===== src/rtl/hazard_controller_pkg.sv =====
// Shared pipeline constants: hazard FSM state encoding and multi-cycle latency default.
package hazard_controller_pkg;

  typedef enum logic {
    RUN      = 1'b0,
    MUL_BUSY = 1'b1
  } hz_state_t;

  localparam int MUL_LAT_DEFAULT = 4;
  localparam int MUL_CNT_W       = 4;

endpackage


===== src/rtl/hazard_controller_sat_counter.sv =====
// Saturating up-counter used for the stall-cycle statistic.
module sat_counter #(
  parameter int WIDTH = 16
) (
  input  logic             clk,
  input  logic             rst_n,
  input  logic             inc,
  output logic [WIDTH-1:0] count
);

  always_ff @(posedge clk or negedge rst_n) begin
    if (!rst_n) begin
      count <= '0;
    end else if (inc && (count != {WIDTH{1'b1}})) begin
      count <= count + 1'b1;
    end
  end

endmodule


===== src/rtl/hazard_controller.sv =====
// Pipeline hazard controller: load-use stall, branch flush, multi-cycle EX occupancy
// and memory-wait freeze, plus a saturating count of cycles with the PC held.
module hazard_controller
  import hazard_controller_pkg::*;
#(
  parameter int SIZE_REG = 5,
  parameter int MUL_LAT  = MUL_LAT_DEFAULT,
  parameter int SIZE_CNT = 16
) (
  input  logic                 clk,
  input  logic                 rst_n,
  input  logic [SIZE_REG-1:0]  in_RS,
  input  logic [SIZE_REG-1:0]  in_RT,
  input  logic                 ID_EX_MemRead,
  input  logic [SIZE_REG-1:0]  in_id_ex_regRt,
  input  logic                 EX_BranchTaken,
  input  logic                 EX_MulStart,
  input  logic                 MEM_Wait,
  output logic                 PCWrite,
  output logic                 IF_ID_Write,
  output logic                 ID_EX_Write,
  output logic                 EX_MEM_Write,
  output logic                 IF_ID_Flush,
  output logic                 ID_EX_Bubble,
  output logic                 EX_MEM_Bubble,
  output logic                 MulDone,
  output logic [SIZE_CNT-1:0]  StallCount,
  output hz_state_t            fsm_state,
  output logic [MUL_CNT_W-1:0] mul_count
);

  localparam logic [MUL_CNT_W-1:0] MUL_LOAD = MUL_CNT_W'(MUL_LAT - 1);

  hz_state_t            state, next_state;
  logic [MUL_CNT_W-1:0] mul_cnt, next_cnt;
  logic                 load_use;

  assign load_use = ID_EX_MemRead && (in_id_ex_regRt != '0) &&
                    ((in_id_ex_regRt == in_RS) || (in_id_ex_regRt == in_RT));

  always_ff @(posedge clk or negedge rst_n) begin
    if (!rst_n) begin
      state   <= RUN;
      mul_cnt <= '0;
    end else begin
      state   <= next_state;
      mul_cnt <= next_cnt;
    end
  end

  always_comb begin
    next_state    = state;
    next_cnt      = mul_cnt;
    PCWrite       = 1'b1;
    IF_ID_Write   = 1'b1;
    ID_EX_Write   = 1'b1;
    EX_MEM_Write  = 1'b1;
    IF_ID_Flush   = 1'b0;
    ID_EX_Bubble  = 1'b0;
    EX_MEM_Bubble = 1'b0;
    MulDone       = 1'b0;
    if (!rst_n) begin
      PCWrite      = 1'b0;
      IF_ID_Write  = 1'b0;
      ID_EX_Write  = 1'b0;
      EX_MEM_Write = 1'b0;
    end else if (MEM_Wait) begin
      PCWrite      = 1'b0;
      IF_ID_Write  = 1'b0;
      ID_EX_Write  = 1'b0;
      EX_MEM_Write = 1'b0;
    end else if (state == MUL_BUSY) begin
      PCWrite       = 1'b0;
      IF_ID_Write   = 1'b0;
      ID_EX_Write   = 1'b0;
      EX_MEM_Bubble = 1'b1;
      next_cnt      = mul_cnt - 1'b1;
      // A zero count can only arise from a corrupted state; treat it as done.
      if (mul_cnt <= MUL_CNT_W'(1)) begin
        MulDone    = 1'b1;
        next_state = RUN;
        next_cnt   = '0;
      end
    end else if (EX_BranchTaken) begin
      IF_ID_Flush  = 1'b1;
      ID_EX_Bubble = 1'b1;
    end else if (EX_MulStart) begin
      // The entry cycle already holds upstream stages: it is the first busy cycle.
      PCWrite       = 1'b0;
      IF_ID_Write   = 1'b0;
      ID_EX_Write   = 1'b0;
      EX_MEM_Bubble = 1'b1;
      next_state    = MUL_BUSY;
      next_cnt      = MUL_LOAD;
    end else if (load_use) begin
      PCWrite      = 1'b0;
      IF_ID_Write  = 1'b0;
      ID_EX_Bubble = 1'b1;
    end
  end

  sat_counter #(.WIDTH(SIZE_CNT)) u_stall_cnt (
    .clk   (clk),
    .rst_n (rst_n),
    .inc   (~PCWrite),
    .count (StallCount)
  );

  assign fsm_state = state;
  assign mul_count = mul_cnt;

endmodule


===== config.mk =====
export PLATFORM = sky130hd
export DESIGN_NAME = hazard_controller
export DESIGN_NICKNAME = d
export VERILOG_FILES = /design/src/rtl/hazard_controller_pkg.sv /design/src/rtl/hazard_controller_sat_counter.sv /design/src/rtl/hazard_controller.sv
export SDC_FILE = /design/constraint.sdc
export NUM_CORES = 1
export LEC_CHECK = 0
export ABC_AREA = 1
export CELL_PAD_IN_SITES_DETAIL_PLACEMENT = 2
export CELL_PAD_IN_SITES_GLOBAL_PLACEMENT = 2
export CORE_MARGIN = 2
export CORE_UTILIZATION = 26
export CTS_CLUSTER_DIAMETER = 100
export DETAILED_ROUTE_END_ITERATION = 12
export PLACE_DENSITY_LB_ADDON = 0.3
export SLEW_MARGIN = 5
export SYNTH_ARGS = -nofsm -noshare
export SYNTH_HDL_FRONTEND = slang
export SYNTH_HIERARCHICAL = 1
export SYNTH_SLANG_ARGS = --single-unit
export TNS_END_PERCENT = 20

===== constraint.sdc =====
create_clock -name clk -period 3.4 [get_ports clk]
set_input_delay 0.51 -clock clk [delete_from_list [all_inputs] [get_ports clk]]
set_output_delay 0.51 -clock clk [all_outputs]
set_load 0.005 [all_outputs]

==> results.md, run 1 <==
- Status: finished, final reports clean
- Setup violations, final: 0
- CP max FO: 4
- Die span in x: 83.5 um
- Worst hold stages: 2
- Synthesized area per cell: 6.62 um2
- Mapped Area: 1640 um2
- Post-CTS sizing: 0
- Hpwl dp: 4.25 mm
- Core area: 6030 um2
- RSZ-0062 raised after global routing: no
- Crit-path cells: clkdlybuf4s50_1 -> inv_2 -> nand2_2 -> nand2_1 -> nor2_1 -> nand3_1 -> nand2_2 -> nand3_1 -> o21ai_0 -> clkdlybuf4s50_1
- Register area share after synthesis: 0.320
- Grt total ovfl: 0
- Vias in the first global route: 1922
- DRT antenna net count: 0
- CP bufs+invs: 3
- Setup slack at placement: 0.663 ns
- Library cells used by synthesis: 23
- R2R depth: 6
- Ports: 50
- Final Skew: 0.00880 ns
- Slowest CP cell: clkdlybuf4s50_1
- I/O Buffers: 49
- Yosys reg bits: 21
- WP depth: 10
- Clock root cell: clkbuf_8
- Share of the synthesized area in the top cell type: 0.320
- DRT Pass-1 Iters: 3
- # nets final: 324
- Post-layout worst setup margin: 0.696 ns
- Gr usage total: 0.162
- Peak VDD IR: 0.000295 V
- Power per cell area: 514 nW/um2
- Vias: 1742
- Yosys top cell by area: dfrtp_1
- Fmax: 370 MHz
- Crit Path Class: primary input to output pin
- Tightest Pin Transition: 0.430 ns
- YS warnings: 6
- Top cells by area, synth: dfrtp_1, nand2_1, inv_1, nor2_1, o21ai_0
- Final-report hold violation count: 0
- Synth Net Count: 272
- Commonest cells after routing, fill and taps aside: nand2_1, clkdlybuf4s50_1, inv_1
- Row count: 28
- Full die area: 6970 um2
- Crit path required time: 2.89 ns
- Wire length per cell: 14.3 um
- Leak pwr: 1.05 nW
- Clock tree buffer depth: 2
- Max_slew headroom: 0.713
- Hold WC Path Type: flip-flop to flip-flop
- Clock-pin slew of the registers on the worst-case setup and hold paths: 0.08 ns
- Residual DRC: 0
- Final period util: 0.795
- Setup TNS: 0 ns
- Arr. time, crit path: 2.19 ns
- Clk sink count: 21
- CTS H-tree lvls: 1
- Routed wire length: 5.35 mm
- Max incr delay on CP: 0.55 ns
- Antenna Cells: 0
- Global-route wire length before repair: 9.28 mm
- Commonest non-fill, non-tap cell in the layout: nand2_1
- Max-slew violations: 0
- CTS tree: done
- Top Family by Delay on Critical Path: buffers and inverters
- MaxCap Viol Count: 0
- GP Congestion: 0.767
- Period minus WS final: 2.70 ns
- Cells after Synth: 248
- Hold_buf cts: 0
- Initial antenna violation count: 0
- Startpoint types: primary input
- Initial core utilization: 0.272
- Clock Latency Late Sink: 0.27 ns
- Synthesis-to-layout area growth: 37.0%
- Die H: 83.5 um
- Layout cells sized above 1: 0.114
- Post-CTS setup buffer count: 0
- Largest net degree at the start of global routing: 22
- Vias per std cell: 4.66
- Fill cells: 749
- CP endpoint kind: output pin
- Total CTS buffers: 3
- DRT iter0 DRCs: 28
Yosys cell counts:
cell type   n
nand3_2     1
xnor2_1     7
buf_4       1
nor2_4      5
nand4_4     1
nor2_1     25
a21oi_1     1
nand2_2     9
nor2_2      3
ha_1        3
nor3_2      2
xor2_1      3
o21ai_0    14
buf_6       2
a41oi_1     1
nand4_1     6
nor3_1      1
o21ai_2     2
inv_2       6
dfrtp_1    21
inv_1      35
nand2_1    87
nand3_1    12
path summary, 6_finish.rpt:
kind	startpoint	endpoint	slack (ns)
min in group asynchronous	rst_n	u_stall_cnt/count[5]$_DFFE_PN0P_	0.62
max in group asynchronous	rst_n	u_stall_cnt/count[14]$_DFFE_PN0P_	2.54
worst max register to register	u_stall_cnt/count[0]$_DFFE_PN0P_	u_stall_cnt/count[5]$_DFFE_PN0P_	1.59
worst max-delay path	in_id_ex_regRt[4]	ID_EX_Bubble	0.70
worst min register to register	mul_count[1]$_DFFE_PN0P_	mul_count[1]$_DFFE_PN0P_	0.56
worst min-delay path	mul_count[1]$_DFFE_PN0P_	mul_count[1]$_DFFE_PN0P_	0.56
layer usage:
layer  up-vias  wire [um]  GRT usage
met5         -          0          0
met4         0         43     0.0308
met3         5         76     0.0129
met2        26       2780      0.298
met1       848       2450      0.207
li1        863          -          -
state kept, by name, summed over array words and instances (netlist names):
signal	cells
fsm_state	1
mul_count	4
u_stall_cnt/count	16
logic make-up after synthesis:
logic type | share of synthesized area
fa+ha+maj | 0.0229
simple gates | 0.430
buf+inv | 0.112
xor+xnor | 0.0534
compound gates | 0.0617
flops | 0.320
report_power, final:
group          switching, mW  internal, mW  total (mW)
combinational          0.281         0.274       0.555
sequential             0.107         0.320       0.427
clock                 0.0916        0.0819       0.173
total                  0.479         0.676        1.16
worst register-to-register path, cell delays in order (launching register included):
cell and delay [ns]:
dfrtp_1 0.47, ha_1 0.37, inv_2 0.12, nor2_1 0.20, nand4_4 0.14, nand2_2 0.26, o21ai_0 0.13
area by class of cell:
class,count,area [um2],share of cell area
Sequential cell,21,526,0.234
Timing Repair Buffer,50,498,0.221
Inverter,41,154,0.0684
Clock buffer,3,41.3,0.0184
Clock inverter,1,5.00,0.00222
Multi-Input combinational cell,183,932,0.414
Tap cell,75,93.8,0.0417
through the flow:
step                area [um2]  cells  utilization  power [mW]  hold WS, ns
detailed placement        2200    370        0.366       0.993        0.548
CTS                       2250    374        0.373        1.18        0.570
floorplan                 1640    248            -       0.707        0.214
global placement          2200    370        0.366       0.969        0.520
global route              2250    374        0.373        1.26        0.610
finish                    2250    374        0.373        1.16        0.556
(Power assumes the default switching activity.)
==> run 2: changes to the inputs <==
--- a/config.mk
+++ b/config.mk
@@ -9,7 +9,7 @@
 export CELL_PAD_IN_SITES_DETAIL_PLACEMENT = 2
 export CELL_PAD_IN_SITES_GLOBAL_PLACEMENT = 2
 export CORE_MARGIN = 2
-export CORE_UTILIZATION = 26
+export CORE_UTILIZATION = 24
 export CTS_CLUSTER_DIAMETER = 100
 export DETAILED_ROUTE_END_ITERATION = 12
 export PLACE_DENSITY_LB_ADDON = 0.3
==> constraint.sdc (replaced) <==
create_clock -name clk -period 2.69 [get_ports clk]
set_input_delay 0.4035 -clock clk [delete_from_list [all_inputs] [get_ports clk]]
set_output_delay 0.4035 -clock clk [all_outputs]
set_load 0.005 [all_outputs]
==> results.md, run 2 (same netlist as run 1, synthesis figures left out) <==
- Period minus WS final: 2.49 ns
- Global-route wire length before repair: 8.79 mm (-5.3%)
- Setup violations, final: 0 (unchanged)
- DRT iter0 DRCs: 47 (+68%)
- Setup TNS: 0 ns (unchanged)
- Commonest cells after routing, fill and taps aside: nand2_1, clkdlybuf4s50_1, inv_1
- Status: finished, final reports clean
- CTS tree: done
- Total CTS buffers: 3 (unchanged)
- Clock Latency Late Sink: 0.26 ns (about the same)
- Power per cell area: 641 nW/um2 (+25%)
- Vias per std cell: 4.51 (-3.2%)
- Max incr delay on CP: 0.54 ns (about the same)
- Post-CTS setup buffer count: 0 (unchanged)
- Peak VDD IR: 0.000246 V (-17%)
- Residual DRC: 0 (unchanged)
- Layout cells sized above 1: 0.116 (+0.00257)
- Commonest non-fill, non-tap cell in the layout: nand2_1
- Fill cells: 812 (+8.4%)
- # nets final: 326 (+0.62%)
- Max reg flops: 16 (unchanged)
- Vias in the first global route: 1835 (-4.5%)
- Hold WC Path Type: primary input to async pin
- Grt total ovfl: 0 (unchanged)
- Clock tree buffer depth: 2 (unchanged)
- R2R depth: 9 (+3)
- Ports: 50 (unchanged)
- Reg2reg start: u_stall_cnt/count[0]$_DFFE_PN0P_
- RSZ-0062 raised after global routing: no
- Die H: 86.7 um (+3.9%)
- Synthesis-to-layout area growth: 38.3%
- Final Skew: 0.00147 ns (-0.00732 ns)
- Top Family by Delay on Critical Path: buffers and inverters
- CP endpoint kind: output pin
- Die span in x: 86.7 um (+3.9%)
- I/O Buffers: 49 (unchanged)
- Antenna Cells: 0 (unchanged)
- Post-layout worst setup margin: 0.204 ns (-0.491 ns)
- Fmax: 402 MHz
- Post-CTS sizing: 0 (unchanged)
- Top reg by flops: u_stall_cnt/count
- WP depth: 11 (+1)
- CTS H-tree lvls: 1 (unchanged)
- Final period util: 0.924
- Core area: 6720 um2 (+12%)
- Crit-path cells: clkdlybuf4s50_1 -> inv_2 -> nand2_1 -> nand2_1 -> nor2_1 -> nand3_1 -> nand2_2 -> nand3_2 -> nand2_2 -> inv_2 -> clkdlybuf4s50_1
- Initial antenna violation count: 0 (unchanged)
- Crit path to: IF_ID_Write
- MaxCap Viol Count: 0 (unchanged)
- Arr. time, crit path: 2.08 ns (-0.11 ns)
- Largest net degree at the start of global routing: 22 (unchanged)
- Slowest CP cell: clkdlybuf4s50_1
- Hpwl dp: 4.19 mm (-1.4%)
- Clk sink count: 21 (unchanged)
- Routed wire length: 5.13 mm (-4.2%)
- Startpoint types: primary input
- DRT Pass-1 Iters: 2 (-1)
- Crit Path Class: primary input to output pin
- Reg2reg end: u_stall_cnt/count[7]$_DFFE_PN0P_
- CP max FO: 4 (unchanged)
- Clock-pin slew of the registers on the worst-case setup and hold paths: 0.08 ns (about the same)
- Full die area: 7520 um2 (+7.9%)
- Crit path required time: 2.29 ns (-0.60 ns)
- Final-report hold violation count: 0 (unchanged)
- Clock root cell: clkbuf_8
- Tot Pwr: 1.45 mW (+26%)
- DRT antenna net count: 0 (unchanged)
- Max-slew violations: 0 (unchanged)
- Leak pwr: 1.06 nW (+0.54%)
- Row count: 30 (+7.1%)
- Crit. Startpoint: in_id_ex_regRt[4]
- CP bufs+invs: 4 (+1)
- Gr usage total: 0.148 (-0.0138)
- R2R setup slack: 0.95 ns (-0.64 ns)
- Max_slew headroom: 0.755 (+0.0422)
- Setup slack at placement: 0.163 ns (-0.500 ns)
- Vias: 1718 (-1.4%)
- Wire length per cell: 13.5 um (-5.9%)
- Tightest Pin Transition: 0.366 ns (-0.0636 ns)
- GP Congestion: 0.806 (+5.1%)
- Hold_buf cts: 0 (unchanged)
- Initial core utilization: 0.244 (-0.0281)
==> run 2: cell count changes in the layout (fill, tap and decap cells not counted), sizes merged <==
cell    change
buf         +2
clkbuf      +1
clkinv      -1
==> run 2: cell type report <==
type / instances / area, um2 / share of cell area
timing repair buffer: 52 / 513 / 0.226
tap: 80 / 100 / 0.0441
clock buffer: 4 / 45.0 / 0.0198
sequential: 21 / 526 / 0.232
multi-input combinational: 183 / 932 / 0.411
inverter: 41 / 154 / 0.0678
==> run 2: stage by stage <==
step | util | area (um2) | hold slack (ns) | cells
3_3_place_gp | 0.331 | 2220 | 0.516 | 377
2_1_floorplan | - | 1640 | 0.108 | 248
3_5_place_dp | 0.331 | 2220 | 0.539 | 377
5_1_grt | 0.338 | 2270 | 0.562 | 381
6_report | 0.338 | 2270 | 0.527 | 381
4_1_cts | 0.338 | 2270 | 0.551 | 381
==> run 2: worst reg2reg max path: stages, from the launching register on <==
cell,delay [ns]
dfrtp_1,0.46
ha_1,0.36
inv_2,0.11
nor2_4,0.13
nand2_2,0.10
nor2_4,0.14
nor2_4,0.04
buf_4,0.17
nand2_1,0.06
o21ai_0,0.07
==> run 2: routing by layer <==
layer	vias to the layer above	GRT usage	wire (um)
li1	862	-	-
met1	833	0.193	2480
met2	21	0.258	2500
met3	2	0.0162	112
met4	0	0.0384	38
met5	-	0	0
==> run 2: where the power goes <==
| part | switching [mW] | leakage, nW | internal [mW] | total (mW) |
|---|---|---|---|---|
| Clock | 0.110 | 0.0228 | 0.106 | 0.216 |
| Sequential | 0.135 | 0.259 | 0.405 | 0.540 |
| Combinational | 0.348 | 0.777 | 0.350 | 0.698 |
| Total | 0.594 | 1.06 | 0.860 | 1.45 |
==> run 2: worst min path at each step <==
stage	start	to	slack, ns	cells after the start
after global routing	rst_n	mul_count[3]$_DFFE_PN0P_	0.56	2
after global placement	mul_count[1]$_DFFE_PN0P_	mul_count[1]$_DFFE_PN0P_	0.52	2
final	rst_n	mul_count[3]$_DFFE_PN0P_	0.53	2
after detailed placement	mul_count[1]$_DFFE_PN0P_	mul_count[1]$_DFFE_PN0P_	0.54	2
after CTS	rst_n	mul_count[3]$_DFFE_PN0P_	0.55	2
after floorplan	rst_n	fsm_state$_DFFE_PN0P_	0.11	0
